<file path="src/rtl/fir_data_write_fsm_pkg.sv">
// Shared definitions for the FIR tap-history producer and the pipe sequencer:
// write FSM state encoding and the circular-pointer wrap increment.
package fir_data_write_fsm_pkg;

  typedef enum logic [2:0] {
    S_IDLE  = 3'd0,
    S_WRITE = 3'd1,
    S_END   = 3'd2,
    S_ARM   = 3'd3,
    S_WAIT  = 3'd4
  } state_t;

  // Advance a history pointer by one, wrapping at depth (which need not be a
  // power of two). Callers truncate the result to their pointer width.
  function automatic logic [31:0] wrap_inc(input logic [31:0] ptr,
                                           input logic [31:0] depth);
    return (ptr == depth - 32'd1) ? 32'd0 : ptr + 32'd1;
  endfunction

endpackage

</file>
<file path="src/rtl/fir_data_write_fsm.sv">
// Producer side of the FIR tap-history memory. Writes one frame of per-channel
// samples into the circular history at {channel, wr_ptr}, pulses
// end_write_data when the frame is complete, and drops (and flags) samples
// that arrive while the FIR pass is still running.
module fir_data_write_fsm
  import fir_data_write_fsm_pkg::*;
#(
  parameter int CHANNELS        = 8,
  parameter int CHANNELS_WIDTH  = 3,
  parameter int FIR_TAP         = 128,
  parameter int TAP_COUNT_WIDTH = $clog2(FIR_TAP),
  parameter int DATA_WIDTH      = 16
) (
  input  logic                                  clk,
  input  logic                                  resetn,
  input  logic                                  in_valid,
  input  logic                                  in_first,
  input  logic [DATA_WIDTH-1:0]                 in_data,
  input  logic                                  fir_busy,
  input  logic                                  overrun_clr,
  output logic                                  mem_we,
  output logic [CHANNELS_WIDTH+TAP_COUNT_WIDTH-1:0] mem_addr,
  output logic [DATA_WIDTH-1:0]                 mem_wdata,
  output logic                                  end_write_data,
  output logic [TAP_COUNT_WIDTH-1:0]            newest_ptr,
  output logic                                  overrun,
  output logic                                  frame_err
);

  localparam logic [CHANNELS_WIDTH-1:0] CH_ZERO = '0;
  localparam logic [CHANNELS_WIDTH-1:0] CH_ONE  = CHANNELS_WIDTH'(1);
  localparam logic [CHANNELS_WIDTH-1:0] CH_LAST = CHANNELS_WIDTH'(CHANNELS - 1);

  state_t                                  state, state_n;
  logic [CHANNELS_WIDTH-1:0]               channel_cnt, channel_cnt_n;
  logic [TAP_COUNT_WIDTH-1:0]              wr_ptr, wr_ptr_n;
  logic                                    mem_we_n;
  logic [CHANNELS_WIDTH+TAP_COUNT_WIDTH-1:0] mem_addr_n;
  logic [DATA_WIDTH-1:0]                   mem_wdata_n;
  logic                                    end_write_data_n;
  logic [TAP_COUNT_WIDTH-1:0]              newest_ptr_n;
  logic                                    overrun_n, frame_err_n;
  logic                                    overrun_set, frame_err_set;

  // Next-state, next-pointer and next-output decode for the write FSM.
  always_comb begin
    // NOTE: every signal assigned here gets a default first, so no path can
    // leave it unassigned and infer a latch.
    state_n          = state;
    channel_cnt_n    = channel_cnt;
    wr_ptr_n         = wr_ptr;
    mem_we_n         = 1'b0;
    mem_addr_n       = mem_addr;
    mem_wdata_n      = mem_wdata;
    end_write_data_n = 1'b0;
    newest_ptr_n     = newest_ptr;
    overrun_set      = 1'b0;
    frame_err_set    = 1'b0;

    case (state)
      S_IDLE: begin
        // Samples without in_first are discarded while waiting for alignment.
        if (in_valid && in_first) begin
          mem_we_n      = 1'b1;
          mem_addr_n    = {CH_ZERO, wr_ptr};
          mem_wdata_n   = in_data;
          channel_cnt_n = CH_ONE;
          state_n       = (CHANNELS == 1) ? S_END : S_WRITE;
        end
      end

      S_WRITE: begin
        if (in_valid) begin
          mem_we_n    = 1'b1;
          mem_wdata_n = in_data;
          if (in_first) begin
            // Resync: abandon the partial frame and restart at channel 0
            // in the same history slot.
            frame_err_set = 1'b1;
            mem_addr_n    = {CH_ZERO, wr_ptr};
            channel_cnt_n = CH_ONE;
            state_n       = (CHANNELS == 1) ? S_END : S_WRITE;
          end else begin
            mem_addr_n    = {channel_cnt, wr_ptr};
            channel_cnt_n = channel_cnt + CH_ONE;
            if (channel_cnt == CH_LAST) state_n = S_END;
          end
        end
      end

      S_END: begin
        end_write_data_n = 1'b1;
        newest_ptr_n     = wr_ptr;
        wr_ptr_n         = TAP_COUNT_WIDTH'(wrap_inc(32'(wr_ptr), 32'(FIR_TAP)));
        channel_cnt_n    = CH_ZERO;
        overrun_set      = in_valid;
        state_n          = S_ARM;
      end

      S_ARM: begin
        // One cycle for the sequencer to raise fir_busy.
        overrun_set = in_valid;
        state_n     = S_WAIT;
      end

      S_WAIT: begin
        overrun_set = in_valid;
        if (!fir_busy) state_n = S_IDLE;
      end

      default: state_n = S_IDLE;
    endcase

    // A set in the same cycle wins over the clear.
    overrun_n   = overrun_set   ? 1'b1 : (overrun_clr ? 1'b0 : overrun);
    frame_err_n = frame_err_set ? 1'b1 : (overrun_clr ? 1'b0 : frame_err);
  end

  // State, counters and all outputs registered; resetn is active-high async.
  always_ff @(posedge clk or posedge resetn) begin
    if (resetn) begin
      state          <= S_IDLE;
      channel_cnt    <= '0;
      wr_ptr         <= '0;
      mem_we         <= 1'b0;
      mem_addr       <= '0;
      mem_wdata      <= '0;
      end_write_data <= 1'b0;
      newest_ptr     <= '0;
      overrun        <= 1'b0;
      frame_err      <= 1'b0;
    end else begin
      // NOTE: non-blocking assignments so every register samples the values
      // computed from the previous cycle, independent of statement order.
      state          <= state_n;
      channel_cnt    <= channel_cnt_n;
      wr_ptr         <= wr_ptr_n;
      mem_we         <= mem_we_n;
      mem_addr       <= mem_addr_n;
      mem_wdata      <= mem_wdata_n;
      end_write_data <= end_write_data_n;
      newest_ptr     <= newest_ptr_n;
      overrun        <= overrun_n;
      frame_err      <= frame_err_n;
    end
  end

endmodule

</file>
<file path="config.mk">
export PLATFORM = sky130hd
export DESIGN_NAME = fir_data_write_fsm
export DESIGN_NICKNAME = d
export VERILOG_FILES = /design/src/rtl/fir_data_write_fsm_pkg.sv /design/src/rtl/fir_data_write_fsm.sv
export SDC_FILE = /design/constraint.sdc
export NUM_CORES = 1
export LEC_CHECK = 0
export BUFFER_PORTS_ARGS = -buffer_cell sky130_fd_sc_hd__buf_2
export CAP_MARGIN = 20
export CORE_UTILIZATION = 35
export DETAILED_ROUTE_END_ITERATION = 8
export GPL_TIMING_DRIVEN = 0
export PLACE_DENSITY = 0.66
export SETUP_SLACK_MARGIN = 0.1
export SLEW_MARGIN = 20
export SYNTH_ARGS = -nofsm -noshare
export SYNTH_HDL_FRONTEND = slang
export SYNTH_SLANG_ARGS = --single-unit
export TNS_END_PERCENT = 5
</file>
<file path="constraint.sdc">
create_clock -name clk -period 3.9 [get_ports clk]
set_input_delay 0.78 -clock clk [delete_from_list [all_inputs] [get_ports clk]]
set_output_delay 0.78 -clock clk [all_outputs]
set_load 0.01 [all_outputs]
</file>
Yosys cells after proc, flatten, opt, wreduce, memory -nomap -nowiden
Cells that the tools add are included.
{ "word_totals": {"regBits": 50, "latchBits": 0, "ram_bits": 0, "rom_bits": 0, "in_bits": 22, "output_inout_bits": 37, "elab_cells": 60, "n_memories": 0} }
{ "classes": {"add_sub_neg": 2, "multipliers": 0, "div": 0, "n_lt_le_gt_ge": 0, "eq_ne": 10, "shift": 0, "muxes": 28, "bitwise_logic": 0, "reduce_logical": 10} }
{ "ops": {"columns": ["operator", "n"], "rows": [
  ["$mux 16", 2],
  ["$pmux 16 s2", 1],
  ["$mux 10", 3],
  ["$mux 3", 7],
  ["$pmux 10 s2", 1],
  ["$pmux 3 s5", 1],
  ["$mux 1", 10],
  ["$pmux 3 s3", 1],
  ["$add 7x1->7 const B", 1],
  ["$eq 7x7->1 const B", 1],
  ["$mux 7", 1],
  ["$eq 3x2->1 const B", 2],
  ["$eq 3x3->1 const B", 2],
  ["$ne 2x2->1 const B", 3],
  ["$reduce_and 3->1", 2],
  ["$reduce_bool 2->1", 3],
  ["$reduce_and 4->1", 1],
  ["$add 3x1->3 const B", 1],
  ["$eq 3x1->1 const B", 1],
  ["$logic_not 3->1", 1],
  ["$ne 3x3->1 const B", 1],
  ["$reduce_bool 3->1", 1],
  ["$reduce_or 3->1", 1],
  ["$pmux 1 s2", 1],
  ["$logic_and 1x1->1", 1]
]} }

Depth between registers and ports, before layout
Gate-level depths: netlist of run 1.
{ "depth": {"word_depth": 5, "depth_mapped": 7} }

Least setup slack after synthesis of run 1
Ideal clock, no wire load.
{ "synth_timing": {"path_type": "input port to flip-flop", "startpoint": "in in_first", "endpoint": "reg mem_addr[0]", "setup_ns": 0.065, "arrival_time_ns": 1.502, "setup_slack_ns": 2.333, "cell_stages": 5, "path_cell_list": "o211ai_2 -> buf_2 -> buf_2 -> nand2_1 -> nand2_1"} }
{ "synth_between": {"elab_chain_len": 3} }
{ "synth_rtl": {"columns": ["element", "line_no", "source"], "rows": [
  ["from (decl)", "fir_data_write_fsm.sv:17", "input logic in_first,"],
  ["$logic_and 1x1->1", "fir_data_write_fsm.sv:63", "if (in_valid && in_first) begin"],
  ["$ne 2x2->1 (no line)", null, null],
  ["$reduce_and 3->1 (no line)", null, null],
  ["to (signal assigned)", "fir_data_write_fsm.sv:139", "mem_addr <= mem_addr_n;"],
  ["to (decl)", "fir_data_write_fsm.sv:22", "output logic [CHANNELS_WIDTH+TAP_COUNT_WIDTH-1:0] mem_addr,"]
]} }
No other way between the ends.
A chain may end at the register's enable or synchronous reset.

Final worst setup path of run 1
{ "layout_timing": {"startpoint": "reg mem_addr[0]", "endpoint": "out mem_addr[0]"} }
No word-level cell between the ends.

==> metrics.txt, run 1 <==
I/O pin cnt=59; Root Buffer=clkbuf_8; Async SR Flop Fraction=100%; DRC=0; grt total ovfl=0; Die X-Extent=78.8 um; Max Cap Viol=0; Hold Crit Class=reg2reg; WP data required=3.12 ns; Avg WL per Cell=11.8 um; layout cells sized above 1=29.9%; Slew Viols, Final=0; Rel. slew slack=52.9%; Hold Slack=0.473 ns; port bufs=58; DR vias/cell=4.54; CTS Buf Count=5; most common cell in the netlist=nand2_1; Placer Congestion=0.777; worst slew pin tran=0.705 ns; pwr dens=469 mW/mm^2; via count=1,589; # Post-CTS Setup Buffers=0; top cell types by occurrence after synthesis=nand2_1, dfrtp_1, a21oi_1; register area share after synthesis=60.7%; crit start category=register; placed cells=342; CP Max Fanout=2; Peak Freq=622 MHz; Detail Route Antenna Nets=0; Synth cell types=29; CTS Buffer Depth=2; post-synth top area share=60.7%; worst path bufs/invs=1; Syn Nets=236; Rows=27; Global Route Usage Sum=14.9%; worst skew pair latency=0.30 ns; placed cell area=0.00247 mm^2; final clock period utilization by the worst path=41.2%; Clock Skews=0.00218 ns; post-route cell area=0.00256 mm^2; Post-Syn Area=0.00206 mm^2; CP Class=reg2out; Inserted Diodes=0; Mapped Cells=211; RSZ-0062 raised after global routing=no; min cycle time layout=1.61 ns; Arrival @ worst endpoint=0.83 ns; iteration-0 DRC count of the detailed router=50; Yosys reg bits=50; Yosys top cell by area=dfrtp_1; EDFF count, synth=0; Synth Flop Type=dfrtp_1; CTS clk-pin slew, worst paths=0.08 ns; first-pass detailed-route iteration total=4; Finished Layout Cells=350; hpwl dp=3020 um; top post-synthesis cells by area=dfrtp_1, nand2_1, a21oi_1; Max rail drop VDD=204 uV; Initial Util=36.8%; WL met2=2020 um; post-cts resize count=0; H-Tree Level Count=2; CTS tree=done; Synth Area per Inst=9.77 um^2; vias in the first global route=1,499; status=finished clean; die height=78.8 um; die area=0.00620 mm^2; kind of end point of the critical path=primary output; total detailed-routing wirelength=4140 um; Final Setup Violations=0; Setup TNS Final=0 ns; Worst path top cell family by delay=flip-flops; area added between synthesis and finish=24.2%; Core ar.=0.00561 mm^2; initial antenna violation count=0; CP Cell Sequence=buf_2; Ys Warns=0; M1 wire length=1880 um; Final Hold Fails=0; final core utilization=45.7%; delay of the slowest critical-path stage=0.39 ns; Top Layer Used=met4; Max stage delay cell, worst path=dfrtp_1; largest net degree at the start of global routing=33; nets=302; Routed met3 length=183 um; clock sink count=50; CTS Hold Bufs=0; wire length of the first global-routing pass=7170 um; leak pwr=1.45 nW
state kept, by name, indices dropped and copies added (netlist names):
name            cells
frame_err           1
mem_addr           10
overrun             1
mem_we              1
state               3
newest_ptr          7
mem_wdata          16
wr_ptr              7
end_write_data      1
channel_cnt         3
worst min-delay path: cells and delay by family, from the launching register on:
| kind | cells | cell delay (ns) |
|---|---|---|
| flops | 1 | 0.34 |
| simple gates | 2 | 0.10 |
cells in the final DEF (no fill, tap or decap), drive strengths merged, types with 2 or more instances in the layout:
cell | netlist | final
nand2 | 96 | 96
buf | 7 | 66
dfrtp | 50 | 50
a21oi | 9 | 9
clkbuf | 2 | 9
inv | 8 | 8
o21ai | 6 | 6
nor2 | 4 | 4
a22o | 3 | 3
o22ai | 3 | 3
xnor2 | 3 | 3
ha | 3 | 3
nand3 | 3 | 3
nand4 | 3 | 3
xor2 | 2 | 2
nor3 | 2 | 2
worst paths after layout:
kind,startpoint,end,slack (ns),depth (start not counted)
worst max-delay path,mem_addr[0],mem_addr[0],2.29,1
worst min-delay path,newest_ptr[2],newest_ptr[2],0.47,2
worst max register to register,state[2],mem_addr[3],2.41,7
worst min register to register,newest_ptr[2],newest_ptr[2],0.47,2
max in group asynchronous,resetn,channel_cnt[2],2.78,3
min in group asynchronous,resetn,mem_wdata[2],0.59,2
metal layers:
metal,GRT usage (%),up-vias
li1,-,810
met1,18.8,739
met2,24.5,33
met3,4.25,7
met4,5.00,0
met5,0,-
power breakdown:
group / internal (mW) / switching [mW]
combinational: 0.109 / 0.146
sequential: 0.592 / 0.0494
clock: 0.143 / 0.162
cell families (layout without fill, tap and decap cells):
kind of cell / Yosys count / after routing / synth area share (%)
compound gates: 24 / 24 / 7.34
xor+xnor: 5 / 5 / 2.12
fa+ha+maj: 3 / 3 / 1.82
buf+inv: 17 / 84 / 3.88
flops: 50 / 50 / 60.7
simple gates: 112 / 112 / 24.2
cell type report:
cell class / count / area [um^2]
Buffer: 9 / 45.0
Sequential cell: 50 / 1250
Multi-Input combinational cell: 144 / 731
Tap cell: 72 / 90.1
Timing Repair Buffer: 59 / 318
Clock inverter: 1 / 5.00
Fill cell: 578 / 3050
Clock buffer: 7 / 86.3
Inverter: 8 / 35.0
stage by stage:
step | power (mW) | setup slack, ns
3_5_place_dp | 0.915 | 1.97
3_3_place_gp | 0.902 | 1.27
6_report | 1.20 | 2.29
2_1_floorplan | 0.806 | 1.92
5_1_grt | 1.29 | 2.19
4_1_cts | 1.23 | 2.27
Power figures use the tool's default switching activity.
==> run 2: changes to the inputs <==
- PLACE_DENSITY: 0.66 -> 0.68
- clock period: 3.9 -> 1.4 ns (I/O delays scaled with it)
==> metrics.txt, run 2 (synthesized netlist as in run 1, its figures left out) <==
Max rail drop VDD=438 uV; layout cells sized above 1=34.2%; CTS Buffer Depth=2; clock sink count=50; DP Worst Slack=-0.112 ns; Max stage delay cell, worst path=dfrtp_1; pwr dens=1290 mW/mm^2; min cycle time layout=1.40 ns; Rows=27; nets=308; Largest regs=mem_wdata x16, mem_addr x10; Core ar.=0.00561 mm^2; status=finished, violations left; DR vias/cell=4.69; hpwl dp=2910 um; Global Route Usage Sum=15.3%; vias in the first global route=1,614; grt total ovfl=0; post-route cell area=0.00266 mm^2; CP Class=reg2reg; die area=0.00620 mm^2; Hold Crit Class=in2async; Avg WL per Cell=12.1 um; Inserted Diodes=0; most common cell after layout, fill and taps aside=nand2_1; I/O pin cnt=59; CTS Buf Count=5; Internal Power=2.40 mW; Slew Viols, Final=0; placed cell area=0.00245 mm^2; CP Cell Sequence=buf_6 > nor2b_4 > nand2b_4 > inv_6 > nand4_4 > or3_1 > o21ai_1; initial antenna violation count=0; Hold Slack=-0.0148 ns; Comb power frac=22.6%; area added between synthesis and finish=28.9%; P_sw=1.04 mW; Root Buffer=clkbuf_8; delay of the slowest critical-path stage=0.39 ns; H-Tree Level Count=2; worst slew pin tran=0.453 ns; crit start category=register; reg2reg setup slack=0.001 ns; CTS Hold Bufs=0; failing checks=negative hold slack; DRC=0; via count=1,669; Final Setup Violations=0; final worst setup slack=0.00105 ns; Die X-Extent=78.8 um; iteration-0 DRC count of the detailed router=67; Detail Route Antenna Nets=0; die height=78.8 um; Arrival @ worst endpoint=1.63 ns; most frequent cells in the layout=nand2_1, buf_2, dfrtp_1, a21oi_1, buf_4; max FFs per register=16; final clock period utilization by the worst path=99.9%; WP data required=1.63 ns; Max Cap Viol=0; largest net degree at the start of global routing=51; leak pwr=1.49 nW; RSZ-0062 raised after global routing=yes; Clock Power Share=24.8%; Placer Congestion=0.742; kind of end point of the critical path=register; Rel. slew slack=69.8%; worst skew pair latency=0.30 ns; total detailed-routing wirelength=4310 um; Sequential Power Share=52.7%; Initial Util=36.8%; CP Max Fanout=5; Final Hold Fails=19; Net Sw Frac=30.1%; first-pass detailed-route iteration total=4; Largest Register=mem_wdata; wire length of the first global-routing pass=7450 um; CTS clk-pin slew, worst paths=0.09 ns; port bufs=58; Clock Skews=0.00511 ns; CTS tree=done; Peak Freq=715 MHz
## run 2: power groups by stage
stage	Clock [mW]	Combinational, mW	Sequential (mW)
floorplan	0	0.368	1.88
detailed placement	0	0.719	1.82
global placement	0	0.704	1.81
global route	0.932	0.904	1.84
CTS	0.884	0.738	1.79
finish	0.850	0.775	1.81
## run 2: routing by layer
layer	track usage, %	vias up	share of wire (%)
met5	0	-	0
met4	3.70	0	0.88
met3	3.79	4	4.0
met2	27.0	39	50
met1	18.6	801	45
li1	-	825	-
## run 2: what timing repair did
item | in CTS | in global routing
cloned | 0 | 0
buffers inserted | 5 | 1
hold endpoints to repair | 0 | 0
pin swaps | 0 | 5
resized for setup | 6 | 17
setup endpoints to repair | 44 | 44
## run 2: worst max-delay path: cells and delay by family (launching register included)
kind | cells | cell delay (ns)
flops | 1 | 0.39
simple gates | 4 | 0.65
compound gates | 1 | 0.08
buf+inv | 2 | 0.21
## run 2: per-stage QoR
step	power [mW]	cells	setup TNS, ns	util, %
floorplan	2.25	211	0	-
global placement	2.52	341	-0.672	43.6
detailed placement	2.54	341	-1.46	43.6
CTS	3.42	354	0	46.2
global route	3.68	356	-0.875	47.4
finish	3.44	356	0	47.4
## run 2: path summary, 6_finish.rpt
check                            startpoint       endpoint  cells past startpoint
worst max register to register     state[2]      wr_ptr[5]                      7
max in group asynchronous            resetn       state[1]                      3
worst min-delay path                 resetn  mem_wdata[14]                      2
worst min register to register  mem_addr[3]    mem_addr[3]                      2
worst max-delay path               state[2]      wr_ptr[5]                      7
min in group clk                 in_data[5]   mem_wdata[5]                      3
## run 2: cell type report
| cell class | count | area, um^2 |
|---|---|---|
| multi-input cells | 144 | 763 |
| well taps | 72 | 90.1 |
| fillers | 563 | 2950 |
| flip-flops and latches | 50 | 1250 |
| clock inverters | 1 | 5.00 |
| repair buffers | 65 | 355 |
| clock buffers | 7 | 86.3 |
| inverters | 8 | 38.8 |
| plain buffers | 9 | 65.1 |
